==> src/rtl/rom_tx_sequencer_pkg.sv <==
// Shared constants and state encoding for the ROM-to-serial sequencer.
// Also used by the bench so both sides agree on widths and ROM count.
package rom_tx_sequencer_pkg;

  localparam int ROM_COUNT = 4;
  localparam int ADDR_W    = 4;
  localparam int DATA_W    = 8;
  localparam int SEL_W     = 2;
  localparam int CNT_W     = 8;

  typedef enum logic [2:0] {
    ST_IDLE      = 3'd0,
    ST_FETCH     = 3'd1,
    ST_START     = 3'd2,
    ST_WAIT_ACK  = 3'd3,
    ST_WAIT_DONE = 3'd4,
    ST_NEXT      = 3'd5
  } state_t;

  // Drop the bit of the ROM that has just been finished from the enable mask.
  function automatic logic [ROM_COUNT-1:0] clear_sel(
    input logic [ROM_COUNT-1:0] mask,
    input logic [SEL_W-1:0]     sel
  );
    logic [ROM_COUNT-1:0] bit_sel;
    bit_sel = {{(ROM_COUNT-1){1'b0}}, 1'b1} << sel;
    return mask & ~bit_sel;
  endfunction

endpackage

==> src/rtl/rom_mask_pick.sv <==
// Picks the next enabled ROM: either the lowest set mask bit, or the lowest
// set bit strictly above the current index. none_o flags an empty choice.
module rom_mask_pick
  import rom_tx_sequencer_pkg::*;
(
  input  logic [ROM_COUNT-1:0] mask_i,
  input  logic [SEL_W-1:0]     cur_i,
  input  logic                 lowest_i,
  output logic [SEL_W-1:0]     idx_o,
  output logic                 none_o
);

  // Scan from the top down so the last qualifying hit is the lowest index.
  always_comb begin
    idx_o  = {SEL_W{1'b0}};
    none_o = 1'b1;
    for (int i = ROM_COUNT - 1; i >= 0; i--) begin
      logic hit_s;
      hit_s  = mask_i[i] && (lowest_i || (SEL_W'(i) > cur_i));
      idx_o  = hit_s ? SEL_W'(i) : idx_o;
      none_o = hit_s ? 1'b0 : none_o;
    end
  end

endmodule

==> src/rtl/rom_tx_sequencer.sv <==
// Streams the enabled ROMs byte by byte into a serial transmitter using a
// start/busy handshake; one FSM owns address, ROM select and tx_start.
module rom_tx_sequencer
  import rom_tx_sequencer_pkg::*;
#(
  parameter int DEPTH        = 16,
  parameter int ACK_TIMEOUT  = 255,
  parameter bit STOP_ON_ZERO = 1'b0
) (
  input  logic                 sysclk,
  input  logic                 rst,
  input  logic                 write,
  input  logic [ROM_COUNT-1:0] sw,
  input  logic [DATA_W-1:0]    rom1_data,
  input  logic [DATA_W-1:0]    rom2_data,
  input  logic [DATA_W-1:0]    rom3_data,
  input  logic [DATA_W-1:0]    rom4_data,
  output logic [ADDR_W-1:0]    addr,
  output logic [DATA_W-1:0]    tx_data,
  output logic                 tx_start,
  input  logic                 tx_busy,
  output logic [SEL_W-1:0]     cur_rom,
  output logic                 seq_busy,
  output logic                 seq_done,
  output logic                 err
);

  localparam logic [ADDR_W-1:0] LAST_ADDR = ADDR_W'(DEPTH - 1);
  localparam logic [CNT_W:0]    ACK_LIMIT = (CNT_W + 1)'(ACK_TIMEOUT);

  state_t               state_q;
  logic [ROM_COUNT-1:0] mask_q;
  logic [ADDR_W-1:0]    addr_q;
  logic [DATA_W-1:0]    tx_data_q;
  logic                 tx_start_q;
  logic [SEL_W-1:0]     cur_rom_q;
  logic                 seq_busy_q;
  logic                 seq_done_q;
  logic                 err_q;
  logic [CNT_W-1:0]     ack_cnt_q;

  logic [DATA_W-1:0]    rom_byte_d;
  logic [ROM_COUNT-1:0] mask_rem_d;
  logic [ROM_COUNT-1:0] pick_mask_s;
  logic                 pick_lowest_s;
  logic [SEL_W-1:0]     pick_idx_s;
  logic                 pick_none_s;
  logic                 end_of_rom_s;
  logic                 ack_expired_s;

  // Byte of the currently selected ROM at the shared address.
  always_comb begin
    case (cur_rom_q)
      2'd0:    rom_byte_d = rom1_data;
      2'd1:    rom_byte_d = rom2_data;
      2'd2:    rom_byte_d = rom3_data;
      2'd3:    rom_byte_d = rom4_data;
      default: rom_byte_d = rom1_data;
    endcase
  end

  assign mask_rem_d = clear_sel(mask_q, cur_rom_q);

  // In IDLE the picker chooses the first ROM from sw; elsewhere the next one.
  always_comb begin
    if (state_q == ST_IDLE) begin
      pick_mask_s   = sw;
      pick_lowest_s = 1'b1;
    end else begin
      pick_mask_s   = mask_rem_d;
      pick_lowest_s = 1'b0;
    end
  end

  rom_mask_pick u_pick (
    .mask_i   (pick_mask_s),
    .cur_i    (cur_rom_q),
    .lowest_i (pick_lowest_s),
    .idx_o    (pick_idx_s),
    .none_o   (pick_none_s)
  );

  assign end_of_rom_s = (addr_q == LAST_ADDR) ||
                        (STOP_ON_ZERO && (tx_data_q == 8'h00));

  // Elapsed wait counts the tx_start cycle and the current cycle.
  assign ack_expired_s = (({1'b0, ack_cnt_q} + 9'd2) >= ACK_LIMIT);

  // Sequencer FSM with all outputs registered.
  always_ff @(posedge sysclk) begin
    if (rst) begin
      state_q    <= ST_IDLE;
      mask_q     <= {ROM_COUNT{1'b0}};
      addr_q     <= {ADDR_W{1'b0}};
      tx_data_q  <= {DATA_W{1'b0}};
      tx_start_q <= 1'b0;
      cur_rom_q  <= {SEL_W{1'b0}};
      seq_busy_q <= 1'b0;
      seq_done_q <= 1'b0;
      err_q      <= 1'b0;
      ack_cnt_q  <= {CNT_W{1'b0}};
    end else begin
      tx_start_q <= 1'b0;
      seq_done_q <= 1'b0;
      case (state_q)
        ST_IDLE: begin
          if (write && (sw != 4'b0000)) begin
            mask_q     <= sw;
            cur_rom_q  <= pick_idx_s;
            addr_q     <= {ADDR_W{1'b0}};
            err_q      <= 1'b0;
            seq_busy_q <= 1'b1;
            state_q    <= ST_FETCH;
          end else if (write) begin
            seq_done_q <= 1'b1;
          end else begin
            state_q <= ST_IDLE;
          end
        end
        ST_FETCH: begin
          tx_data_q  <= rom_byte_d;
          tx_start_q <= 1'b1;
          state_q    <= ST_START;
        end
        ST_START: begin
          ack_cnt_q <= {CNT_W{1'b0}};
          state_q   <= ST_WAIT_ACK;
        end
        ST_WAIT_ACK: begin
          if (tx_busy) begin
            state_q <= ST_WAIT_DONE;
          end else if (ack_expired_s) begin
            err_q      <= 1'b1;
            mask_q     <= {ROM_COUNT{1'b0}};
            seq_busy_q <= 1'b0;
            state_q    <= ST_IDLE;
          end else begin
            ack_cnt_q <= ack_cnt_q + 8'd1;
          end
        end
        ST_WAIT_DONE: begin
          if (!tx_busy) begin
            state_q <= ST_NEXT;
          end else begin
            state_q <= ST_WAIT_DONE;
          end
        end
        ST_NEXT: begin
          // End-of-ROM is decided before any increment, so addr never wraps.
          if (end_of_rom_s) begin
            mask_q <= mask_rem_d;
            if (pick_none_s) begin
              seq_done_q <= 1'b1;
              seq_busy_q <= 1'b0;
              state_q    <= ST_IDLE;
            end else begin
              cur_rom_q <= pick_idx_s;
              addr_q    <= {ADDR_W{1'b0}};
              state_q   <= ST_FETCH;
            end
          end else begin
            addr_q  <= addr_q + 4'd1;
            state_q <= ST_FETCH;
          end
        end
        default: begin
          mask_q     <= {ROM_COUNT{1'b0}};
          seq_busy_q <= 1'b0;
          state_q    <= ST_IDLE;
        end
      endcase
    end
  end

  assign addr     = addr_q;
  assign tx_data  = tx_data_q;
  assign tx_start = tx_start_q;
  assign cur_rom  = cur_rom_q;
  assign seq_busy = seq_busy_q;
  assign seq_done = seq_done_q;
  assign err      = err_q;

endmodule

==> config.mk <==
export PLATFORM = sky130hd
export DESIGN_NAME = rom_tx_sequencer
export DESIGN_NICKNAME = d
export VERILOG_FILES = /design/src/rtl/rom_tx_sequencer_pkg.sv /design/src/rtl/rom_mask_pick.sv /design/src/rtl/rom_tx_sequencer.sv
export SDC_FILE = /design/constraint.sdc
export NUM_CORES = 1
export LEC_CHECK = 0
export CORE_UTILIZATION = 51
export DETAILED_ROUTE_END_ITERATION = 16
export GPL_ROUTABILITY_DRIVEN = 0
export PLACE_DENSITY = 0.85
export SLEW_MARGIN = 20
export SYNTH_ARGS = -nofsm -noshare
export SYNTH_HDL_FRONTEND = slang
export SYNTH_HIERARCHICAL = 1
export SYNTH_SLANG_ARGS = --single-unit
==> constraint.sdc <==
create_clock -name sysclk -period 4 [get_ports sysclk]
set_input_delay 1.2 -clock sysclk [delete_from_list [all_inputs] [get_ports sysclk]]
set_output_delay 1.2 -clock sysclk [all_outputs]
set_load 0.03 [all_outputs]
==> reports/metrics.csv, run 1 <==
stage;metric;value;unit
run_status;outcome;completed;
floorplan;die area;4120;sq um
clock_tree;clk slew on worst S/H paths;70;ps
clock_tree;CTS max path bufs;2;
synth;Synth area leaders;dfxtp_1 34%, mux4_2 9.1%, nand2_1 5.5%;
sta;max-slew violations;0;
placed_design;dpl hpwl;3710;microns
finish;area growth from synthesis to layout;36.0;%
floorplan;Ports;58;
route;vias per cell;5.85;
synth;post-synthesis cell type count;53;
route;antenna viol nets, final;0;
finish;highest-count cells in the layout ignoring fill and taps;57 x clkdlybuf4s50_1, 33 x dfxtp_1, 29 x nand2_1, 18 x a21oi_1, 16 x o21ai_0;
finish;ratio of cells with drive above 1 in the final layout;11.1;%
clock_tree;cts-stage hold buffer count;0;
floorplan;Die Ht;64.2;microns
route;final WL;5160;microns
worst_setup_path;critical setup path kind;primary input to register;
sta;Final Cycle Share;73.9;%
clock_tree;Post-CTS Resized;0;
clock_tree;H-tree depth;2;
synth;post-synth top area share;33.5;%
power_and_ir_drop;PD cells;366;nW/um^2
power_and_ir_drop;total power;0.981;mW
sta;Final setup violation count;0;
worst_setup_path;RR Endpoint;seq_busy$_SDFFE_PP0P_;
synth;syn avg cell area;8.96;sq um
finish;fillers;284;
worst_setup_path;WP data required;4180;ps
worst_setup_path;Worst Setup Start Kind;primary input;
grt;total grt overflow;0;
route;remaining routing DRC violations;0;
power_and_ir_drop;Lkg Pwr;1.02;nW
worst_setup_path;Worst Reg-to-Reg Cells;9;
finish;Diodes inserted;0;
synth;Seq/Total Area, Yosys;33.5;%
finish;commonest non-fill, non-tap cell in the layout;clkdlybuf4s50_1;
synth;#FFs+latches synth;33;
floorplan;chip width;64.2;microns
power_and_ir_drop;VDD IR max;0.268;mV
worst_setup_path;Critical Path AT;3140;ps
min_path;worst hold path class;register to register;
grt;gr usage total;27.1;%
sta;Final Skew;5.05;ps
sta;Max Clock Freq;338;MHz
worst_setup_path;Crit Path Max Fanout;3;
grt;largest net degree at the start of global routing;22;
synth;Yosys top cell by area;dfxtp_1;
sta;Final Hold Viols;0;
synth;syn_nets;265;
clock_tree;setup bufs post-CTS;0;
sta;slew margin rel.;38.4;%
floorplan;core area;3690;sq um
route;Initial DRC Count;63;
grt;first-pass GRT wire length;8430;microns
sta;Final min period;2960;ps
synth;Post-synth EDFFs;0;
clock_tree;CTS tree;done;
route;drt pass-1 iters;4;
synth;ys async rst share;0;%
floorplan;Rows;22;
worst_setup_path;crit end category;register;
synth;Gate Count Post-Synth;220;
clock_tree;CTS Sinks;33;
clock_tree;clock latency on the worst-skew pair;290;ps
worst_setup_path;reg2reg setup slack;1300;ps
min_path;hold wc startpoint;tx_data[2]$_SDFFE_PP0P_;
min_path;WHS Path Cells;2;
finish;nets@finish;323;
route;via count;1914;
synth;Syn Std Cell Area;1970;sq um
synth;Synth Flop Type;dfxtp_1;
synth;Synth warnings;6;
sta;Worst-Margin Slew;917;ps
sta;RSZ-0062 raised after global routing;false;
min_path;hold path endpoint;tx_data[2]$_SDFFE_PP0P_;
clock_tree;CTS root buffer;clkbuf_8;
route;post-DR wirelength/cell;15.8;microns
worst_setup_path;worst r2r src;state_q[2]$_SDFFE_PP0P_;
clock_tree;CTS buffer count;5;
job;total of max-cap violations;0;
grt;initial antenna violation count;0;
floorplan;Initial Util;53.5;%
sta;setup_tns;0;ps
placed_design;# port buffers;57;
grt;vias in the first global route;1841;
-- state kept, by name, indices dropped and copies added (netlist names) --
signal and flops:
seq_busy 1, seq_done 1, cur_rom 2, state_q 3
err 1, tx_data 8, mask_q 4, addr 4
ack_cnt_q 8, tx_start 1
-- how the worst max path moves through the flow --
stage,cells after the start,startpoint,end
2_1_floorplan,8,sw[3],cur_rom[1]$_SDFFE_PP0P_
3_3_place_gp,10,sw[1],seq_busy$_SDFFE_PP0P_
3_5_place_dp,10,sw[1],seq_busy$_SDFFE_PP0P_
4_1_cts,2,cur_rom[0]$_SDFFE_PP0P_,cur_rom[0]
5_1_grt,2,cur_rom[0]$_SDFFE_PP0P_,cur_rom[0]
6_report,10,sw[1],seq_busy$_SDFFE_PP0P_
-- through the flow --
stage	std cells	hold slack (ps)	setup WS (ps)	cell area [sq um]	utilization (%)
after floorplan	220	441	1470	1970	-
after global placement	319	442	894	2580	69.9
after detailed placement	319	448	802	2580	69.9
after CTS	327	464	1020	2680	72.7
after global routing	327	479	931	2680	72.7
final	327	463	1040	2680	72.7
-- Yosys cell counts (2+ instances only) --
library cell / count
clkbuf_1: 3
o211a_1: 4
buf_4: 2
a21oi_1: 18
mux2i_1: 3
ha_1: 5
o21ai_0: 16
and3_1: 2
nand2_1: 29
nand2b_1: 3
and3b_1: 3
dfxtp_1: 33
inv_1: 5
nand3_1: 8
o21ai_1: 2
mux4_2: 8
o211ai_1: 7
nor2b_1: 4
or3_1: 5
and2_1: 5
o31ai_1: 3
a31oi_1: 4
nand4_1: 3
a22oi_1: 2
nor3_1: 2
nor2_1: 12
buf_2: 3
-- area by class of cell --
type                       instances  area, sq um  area share (%)
inverter                           6         22.5           0.840
clock buffer                       7         96.3            3.59
clock inverter                     1         5.00           0.187
tap                               48         60.1            2.24
sequential                        33          661            24.6
multi-input combinational        172         1240            46.4
timing repair buffer              60          593            22.1
-- cell families after synthesis --
family | synth area share [%]
AOI/OAI and AO/OA | 23.7
xor gates and xnor gates | 0.888
DFF | 33.5
buffers and inverters | 3.43
and+or+nand+nor | 24.7
adders and majority gates | 3.17
muxes | 10.7
-- where the power goes --
| group | leakage, nW | internal, mW | switching (mW) |
|---|---|---|---|
| Combinational | 0.699 | 0.156 | 0.161 |
| Clock | 0.0542 | 0.155 | 0.124 |
| Sequential | 0.269 | 0.356 | 0.0289 |
-- routing by layer --
| layer | share of wire (%) | vias up | global-route usage [%] |
|---|---|---|---|
| met5 | 0 | - | 0 |
| met4 | 1.6 | 0 | 12.2 |
| met3 | 4.1 | 9 | 7.32 |
| met2 | 52 | 51 | 47.7 |
| met1 | 43 | 914 | 30.3 |
| li1 | - | 940 | - |
-- worst max-delay path: stages --
cell,delay (ps)
clkdlybuf4s50_1,430
nand2_1,90
o21ai_0,160
o21ai_1,180
a21bo_1,230
nor2b_1,240
nand3_1,160
nand2b_1,120
a21oi_1,80
o221a_2,240
(Power assumes the default switching activity.)
==> run 2, diff against run 1 <==
CORE_UTILIZATION = 47   (was 51)
PLACE_DENSITY = 0.8   (was 0.85)
clock period = 2.8 ns   (was 4 ns; I/O delays follow)
==> run 2 against run 1 <==
Clock power increased by 26%. Sequential power increased by 41%. Largest power group unchanged. Clock skew decreased by 0.59 ps. Global-route usage decreased by 2.9 points. Highest routed layer unchanged.
==> reports/metrics.csv, run 2 (same netlist as run 1, synthesis figures left out) <==
stage;metric;value;unit
sta;slew margin rel.;44.2;%
min_path;worst hold path class;register to register;
finish;nets@finish;327;
floorplan;Rows;23;
route;drt pass-1 iters;4;
sta;Final setup violation count;0;
floorplan;die area;4460;sq um
worst_setup_path;Critical Path AT;2720;ps
placed_design;pre-CTS WS;-42.3;ps
power_and_ir_drop;Lkg Pwr;1.03;nW
grt;met3 GRT Util;5.65;%
route;final WL;4980;microns
worst_setup_path;worst r2r src;state_q[2]$_SDFFE_PP0P_;
sta;max-slew violations;0;
grt;first-pass GRT wire length;8140;microns
floorplan;core area;4000;sq um
sta;Max Clock Freq;391;MHz
sta;Final WS setup;245;ps
grt;initial antenna violation count;0;
clock_tree;CTS root buffer;clkbuf_8;
route;post-DR wirelength/cell;14.9;microns
clock_tree;CTS Sinks;33;
grt;global-route met1 utilization;29.8;%
placed_design;dpl hpwl;3780;microns
clock_tree;clk slew on worst S/H paths;70;ps
finish;ratio of cells with drive above 1 in the final layout;12.4;%
placed_design;# port buffers;57;
worst_setup_path;Worst Setup Start Kind;primary input;
route;vias per cell;5.77;
worst_setup_path;WP data required;2970;ps
clock_tree;cts-stage hold buffer count;0;
grt;largest net degree at the start of global routing;21;
job;total of max-cap violations;0;
floorplan;chip width;66.8;microns
finish;fillers;326;
clock_tree;clock latency on the worst-skew pair;290;ps
worst_setup_path;critical setup path kind;primary input to register;
power_and_ir_drop;PD cells;507;nW/um^2
min_path;WHS Path Cells;2;
power_and_ir_drop;total power;1.37;mW
clock_tree;H-tree depth;2;
sta;Final Hold Viols;0;
power_and_ir_drop;VDD IR max;0.411;mV
floorplan;Die Ht;66.8;microns
clock_tree;CTS max path bufs;2;
min_path;hold wc startpoint;tx_data[2]$_SDFFE_PP0P_;
sta;Final Skew;4.46;ps
finish;Layout Cells excl Fill;333;
sta;Final min period;2550;ps
finish;highest-count cells in the layout ignoring fill and taps;57 x clkdlybuf4s50_1, 33 x dfxtp_1, 29 x nand2_1, 18 x a21oi_1, 16 x o21ai_0;
sta;RSZ-0062 raised after global routing;false;
clock_tree;CTS tree;done;
sta;Final Cycle Share;91.2;%
worst_setup_path;RR Endpoint;addr[0]$_SDFFE_PP0P_;
worst_setup_path;Worst Reg-to-Reg Cells;9;
finish;Diodes inserted;0;
route;antenna viol nets, final;0;
route;via count;1920;
route;remaining routing DRC violations;0;
placed_design;dpl cells;325;
sta;Worst-Margin Slew;831;ps
floorplan;Ports;58;
worst_setup_path;Crit Path Max Fanout;3;
finish;commonest non-fill, non-tap cell in the layout;clkdlybuf4s50_1;
route;Initial DRC Count;65;
min_path;hold path endpoint;tx_data[2]$_SDFFE_PP0P_;
grt;gr usage total;24.2;%
finish;Final Util;67.6;%
grt;vias in the first global route;1816;
worst_setup_path;reg2reg setup slack;310;ps
finish;area growth from synthesis to layout;37.2;%
worst_setup_path;crit end category;register;
grt;GR peak layer;met2;
sta;Min Hold Slack;458;ps
clock_tree;CTS buffer count;5;
grt;total grt overflow;0;
floorplan;Initial Util;49.3;%
grt;met2 GRT Util;40.4;%
run_status;outcome;completed;
-- run 2: cell count changes in the layout (fill, tap and decap cells not counted) --
cell and delta:
nor3_4 +1, clkbuf_8 -2, clkinvlp_4 +1, clkinv_2 +1
buf_4 +4, nor3_2 -1
-- run 2: cell type report --
cell class              count  area [sq um]  share of cell area [%]
inverters                   6          22.5                   0.833
well taps                  50          62.6                    2.31
flip-flops and latches     33           661                    24.4
clock inverters             3          17.5                   0.648
repair buffers             64           623                    23.0
clock buffers               5          68.8                    2.54
multi-input cells         172          1250                    46.2
-- run 2: worst max path at each step --
stage,from,to,slack [ps]
floorplan,cur_rom[0]$_SDFFE_PP0P_,addr[0]$_SDFFE_PP0P_,350
global placement,sw[3],cur_rom[1]$_SDFFE_PP0P_,60
detailed placement,sw[3],cur_rom[0]$_SDFFE_PP0P_,-40
CTS,state_q[2]$_SDFFE_PP0P_,addr[0]$_SDFFE_PP0P_,200
global route,state_q[2]$_SDFFE_PP0P_,addr[2]$_SDFFE_PP0P_,50
finish,sw[3],addr[0]$_SDFFE_PP0P_,250
-- run 2: critical path: stages --
cell and delay (ps):
clkdlybuf4s50_1 490, nand2_1 80, o21ai_0 140, nor2b_1 210, o22ai_1 120, nor2b_1 180, and2_1 170, o21ai_1 290
xnor2_1 160, nor3_1 50
-- run 2: repair_timing --
item                       CTS  global route
buffers inserted             0             0
resized for setup            0             1
setup endpoints to repair    0             7
-- run 2: layer usage --
layer | part of all wire (%) | vias to the layer above | wire length, microns
met4 | 1.4 | 0 | 72
met1 | 45 | 919 | 2220
li1 | - | 948 | -
met2 | 50 | 45 | 2490
met5 | 0 | - | 0
met3 | 3.9 | 8 | 195
-- run 2: per-stage QoR --
step / setup TNS (ps) / area, sq um
floorplan: 0 / 1970
global route: 0 / 2710
detailed placement: -122 / 2610
CTS: 0 / 2700
global placement: 0 / 2610
finish: 0 / 2710
-- run 2: power breakdown --
part	internal [mW]	total (mW)	switching (mW)	leakage (nW)
Clock	0.171	0.354	0.183	0.0439
Combinational	0.233	0.473	0.240	0.722
Sequential	0.509	0.544	0.0349	0.269
Total	0.913	1.37	0.457	1.03
